`src/rtl/bhr_manager.sv`:
```
// Speculative / committed global branch history for the indirect target cache.
// Checkpoints the history each predicted branch saw and hands it back in order at retire.
module bhr_manager #(
  parameter int HIST_W     = 4,
  parameter int CKPT_DEPTH = 8
) (
  input  logic                          clk,
  input  logic                          resetn,
  input  logic                          br_valid,
  input  logic                          br_taken,
  output logic                          br_ready,
  output logic [HIST_W-1:0]             spec_bhr,
  input  logic                          retire_valid,
  input  logic                          retire_taken,
  input  logic                          retire_mispred,
  input  logic                          flush,
  output logic                          update_valid,
  output logic [HIST_W-1:0]             update_bhr,
  output logic [HIST_W-1:0]             commit_bhr,
  output logic [$clog2(CKPT_DEPTH):0]   ckpt_count,
  output logic                          retire_err
);

  localparam int PTR_W = $clog2(CKPT_DEPTH);
  localparam int CNT_W = PTR_W + 1;

  logic [HIST_W-1:0] ckpt_mem [CKPT_DEPTH];
  logic [PTR_W-1:0]  rd_ptr, wr_ptr, rd_ptr_nxt, wr_ptr_nxt;
  logic [CNT_W-1:0]  count, count_nxt;
  logic [HIST_W-1:0] spec_q, spec_nxt;
  logic [HIST_W-1:0] commit_q, commit_nxt;
  logic              err_q;

  logic              push_req, do_push;
  logic              retire_ok, retire_bad, mispred, squash;
  logic [HIST_W-1:0] head_hist, retired_hist;

  assign push_req     = br_valid & br_ready;
  assign retire_ok    = retire_valid & (count != '0);
  assign retire_bad   = retire_valid & (count == '0);
  assign mispred      = retire_ok & retire_mispred;
  assign squash       = mispred | flush;
  // A push in the same cycle as a repair belongs to the wrong path.
  assign do_push      = push_req & ~squash;

  assign head_hist    = ckpt_mem[rd_ptr];
  assign retired_hist = {head_hist[HIST_W-2:0], retire_taken};

  // NOTE: every variable written here gets a default first so no latch is inferred.
  always_comb begin
    rd_ptr_nxt = rd_ptr;
    wr_ptr_nxt = wr_ptr;
    count_nxt  = count;
    spec_nxt   = spec_q;
    commit_nxt = commit_q;

    if (retire_ok) begin
      rd_ptr_nxt = rd_ptr + PTR_W'(1);
      commit_nxt = retired_hist;
    end

    if (squash) begin
      // Mispredict and flush both land on the retire-updated architectural history.
      count_nxt  = '0;
      wr_ptr_nxt = rd_ptr_nxt;
      spec_nxt   = commit_nxt;
    end else begin
      if (do_push) begin
        wr_ptr_nxt = wr_ptr + PTR_W'(1);
        spec_nxt   = {spec_q[HIST_W-2:0], br_taken};
      end
      unique case ({do_push, retire_ok})
        2'b10:   count_nxt = count + CNT_W'(1);
        2'b01:   count_nxt = count - CNT_W'(1);
        default: count_nxt = count;
      endcase
    end
  end

  // NOTE: sequential state uses non-blocking assignments so every flop samples pre-edge values.
  always_ff @(posedge clk or negedge resetn) begin
    if (!resetn) begin
      rd_ptr   <= '0;
      wr_ptr   <= '0;
      count    <= '0;
      spec_q   <= '0;
      commit_q <= '0;
      err_q    <= 1'b0;
    end else begin
      rd_ptr   <= rd_ptr_nxt;
      wr_ptr   <= wr_ptr_nxt;
      count    <= count_nxt;
      spec_q   <= spec_nxt;
      commit_q <= commit_nxt;
      if (retire_bad) err_q <= 1'b1;
    end
  end

  // NOTE: checkpoint storage is not reset; an entry is only read while count says it is valid.
  always_ff @(posedge clk) begin
    if (do_push) ckpt_mem[wr_ptr] <= spec_q;
  end

  assign br_ready     = (count != CNT_W'(CKPT_DEPTH));
  assign spec_bhr     = spec_q;
  assign commit_bhr   = commit_q;
  assign ckpt_count   = count;
  assign retire_err   = err_q;
  assign update_valid = retire_ok;
  assign update_bhr   = retire_ok ? head_hist : '0;

endmodule

```
`config.mk`:
```
export PLATFORM = sky130hd
export DESIGN_NAME = bhr_manager
export DESIGN_NICKNAME = d
export VERILOG_FILES = /design/src/rtl/bhr_manager.sv
export SDC_FILE = /design/constraint.sdc
export NUM_CORES = 1
export LEC_CHECK = 0
export BUFFER_PORTS_ARGS = -buffer_cell sky130_fd_sc_hd__clkbuf_2
export CAP_MARGIN = 20
export CORE_MARGIN = 8
export CORE_UTILIZATION = 52
export CTS_CLUSTER_SIZE = 14
export DETAILED_ROUTE_END_ITERATION = 16
export PLACE_DENSITY = 0.75
export SLEW_MARGIN = 40
export SYNTH_ARGS = -nofsm -noshare
export SYNTH_HDL_FRONTEND = slang
export SYNTH_SLANG_ARGS = --single-unit
```
`constraint.sdc`:
```
create_clock -name clk -period 2.65 [get_ports clk]
set_clock_uncertainty 0.15 [all_clocks]
set_input_delay 0 -clock clk [delete_from_list [all_inputs] [get_ports clk]]
set_output_delay 0 -clock clk [all_outputs]
set_load 0.02 [all_outputs]
```
==> key figures <==
Status
  • Status: complete, no violations

STA
  • Final setup margin: 70.2 ps
  • Hold Vio Cnt, Final: 0
  • Worst-Margin Slew: between 500 and 600 ps
  • Max-slew violation count: 0
  • RSZ-0062 raised after global routing: yes
  • Achievable frequency: approximately 390 MHz
  • Post-route clock period utilization: 97.4%
  • Crit path time final: 2580 ps
  • Hold Slack: 8.57 ps
  • Final setup vio count: 0
  • Max-slew headroom: 63.6%

CTS
  • Clock latency on the worst-skew pair: ~310 ps
  • CTS tree: built
  • CTS root buf: clkbuf_8
  • Num CTS Buffers: 5
  • Max clock buf depth: 2
  • Clock sink count: 51
  • Clock Pin Slew Worst Setup and Hold Paths: 100 ps
  • H-tree Lvls: 2

Synth
  • #FFs+latches synth: 51
  • Synth Net Count: 183
  • Number of synthesized flops with an enable pin: 32
  • Biggest area consumer among synthesized cells: edfxtp_1
  • Synth Flop Type: edfxtp_1
  • Count leader, synth: edfxtp_1
  • Synthesized cell area: 0.00231 mm²
  • Post-synth top area share: 41.5%
  • Gate Count Post-Synth: ~170
  • Ranking of synthesized cells by area: edfxtp_1, dfrtp_1, mux4_2
  • YS warnings: 0
  • FFs w/ async S/R, synth: 37.3%
  • Average size of a mapped cell: between 10 and 15 µm²
  • Register area share after synthesis: between 60 and 70%
  • Distinct cells, synth: 38
  • Synth top cells by count: edfxtp_1, nand2_1, dfrtp_1, nor2_1, mux4_2

Final layout
  • Final non-filler cell total: 269
  • Synthesis-to-layout area growth: 20.1%
  • Final std cell area, no fill: 0.00278 mm²
  • Diodes inserted: 0
  • Nets: 228
  • Layout cells sized above 1: 33.6%
  • Final core utilization: 64.3%

Global routing
  • Gr usage total: 15.7%
  • Global-route wire length before repair: between 7000 and 8000 µm
  • Largest net degree at the start of global routing: 20
  • Number of global-route vias before repair: 1609
  • Initial antenna violation count: 0
  • GRT Residual Overflow: 0

Die
  • Core region area: 0.00432 mm²
  • Io pins: 27
  • Die width: 82.7 µm
  • Chip height: 82.7 µm
  • Starting Density: 53.5%
  • Die ar.: 0.00684 mm²
  • Num rows: 24

Setup path
  • Critical setup path kind: register to register
  • Critical path capture point type: register
  • CP arrival: 2650 ps
  • CP max FO: 7
  • Worst setup SP type: register
  • Critical Path RT: 2720 ps
  • Reg2reg path depth: 10

Place
  • Post-DP HPWL: 3680 µm
  • Placer Congestion: 0.843
  • Placed insts: 250
  • Placed cell areas: 0.00256 mm²
  • I/O Buffers: 26
  • Placement Setup Slack: -28.3 ps

Run
  • Number of max-cap violations: 0

Drt
  • Drt initial violations: 81
  • Post-route DRC: 0
  • Post-route ant nets: 0
  • Average wire per standard cell: 18.9 µm
  • Vias: between 1500 and 2000
  • Vias per std cell: 5.74
  • Final wirelength: just over 5000 µm
  • Drt pass-1 iters: 4

Hold path
  • Worst hold path depth: 4
  • Hold crit path type: input port to register

Power
  • Pleak: roughly 1.1 nW
  • Worst VDD drop: 784 µV
  • PD cells: ~1100 mW/mm²
layout make-up:
class	count	area, µm²
fillers	332	1550
flip-flops and latches	51	1440
multi-input cells	109	868
repair buffers	46	299
clock buffers	5	68.8
well taps	52	65.1
clock inverters	3	26.3
inverters	3	11.3
flip-flops by register name, summed over array words and instances, names as in the netlist:
register    cells
ckpt_mem       32
ckpt_count      4
commit_bhr      4
spec_bhr        4
rd_ptr          3
wr_ptr          3
retire_err      1
cell families (layout without fill, tap and decap cells):
group / count (synthesis) / in the layout / share of synthesized area, %
fa+ha+maj: 4 / 4 / 2.16
compound gates: 27 / 27 / 8.76
xor+xnor: 6 / 6 / 2.27
buf+inv: 11 / 57 / 2.54
mux: 13 / 13 / 9.95
flops: 51 / 51 / 62.1
simple gates: 59 / 59 / 12.2
cell usage in the layout, fill, tap and decap left out, types with 2 or more instances in the layout:
cell type / instances
nand2b_1: 2
nor3_2: 2
a21oi_1: 4
nand2_1: 23
xor2_1: 2
dfrtp_2: 3
dfrtp_1: 16
o21ai_0: 2
mux2i_1: 5
a21o_1: 3
nor3_1: 2
inv_6: 2
o21a_1: 4
ha_1: 3
clkbuf_2: 26
clkbuf_8: 5
nand3b_1: 2
inv_1: 3
xnor2_1: 4
mux4_2: 8
a31oi_1: 3
nand3_1: 5
o21bai_1: 2
nor2_1: 14
dlygate4sd3_1: 6
buf_4: 13
edfxtp_1: 32
timing repair:
action / 4_1_cts / 5_1_grt
endpoints found under the hold margin: 26 / 0
buffers inserted: 1 / 4
pin swaps: 2 / 4
resized for setup: 1 / 7
hold buffers: 6 / 0
setup endpoints to repair: 1 / 33
through the flow:
step	TNS, ps	total power (W)
after CTS	0	0.00302
final	0	0.00306
after global placement	0	0.00247
after detailed placement	-28.3	0.00254
after floorplan	-109	0.00214
after global routing	-998	0.00323
power breakdown:
group | switching, W | internal (W) | leakage [nW]
clock | 0.000275 | 0.000195 | 0.0491
combinational | 0.000664 | 0.000561 | 0.542
sequential | 0.000272 | 0.00110 | 0.515
total | 0.00121 | 0.00185 | 1.11
final timing paths:
path                           startpoint             to  slack (ps)
min                        retire_mispred  ckpt_count[2]           9
max in group asynchronous          resetn  ckpt_count[3]        1970
min reg2reg                    retire_err     retire_err         330
max                         ckpt_count[0]  ckpt_count[3]          70
min in group asynchronous          resetn     retire_err          20
max reg2reg                 ckpt_count[0]  ckpt_count[3]          70
metal layers:
metal / track usage, % / vias up / share of wire, % / routed length (µm)
met3: 4.44 / 11 / 5.0 / 255
met5: 0 / - / 0 / 0
met2: 25.6 / 39 / 49 / 2480
met4: 5.69 / 0 / 1.9 / 97
li1: - / 720 / - / -
met1: 19.4 / 774 / 44 / 2250
critical path: stages (launching register included):
cell and delay (ps):
dfrtp_1 420, buf_6 150, o41ai_4 330, buf_4 200, a21oi_4 50, ha_4 300
nand3_4 80, o21ai_2 150, mux2i_1 100, or4b_1 470, o211ai_1 90
No activity file was read; power rests on OpenSTA's default activity.
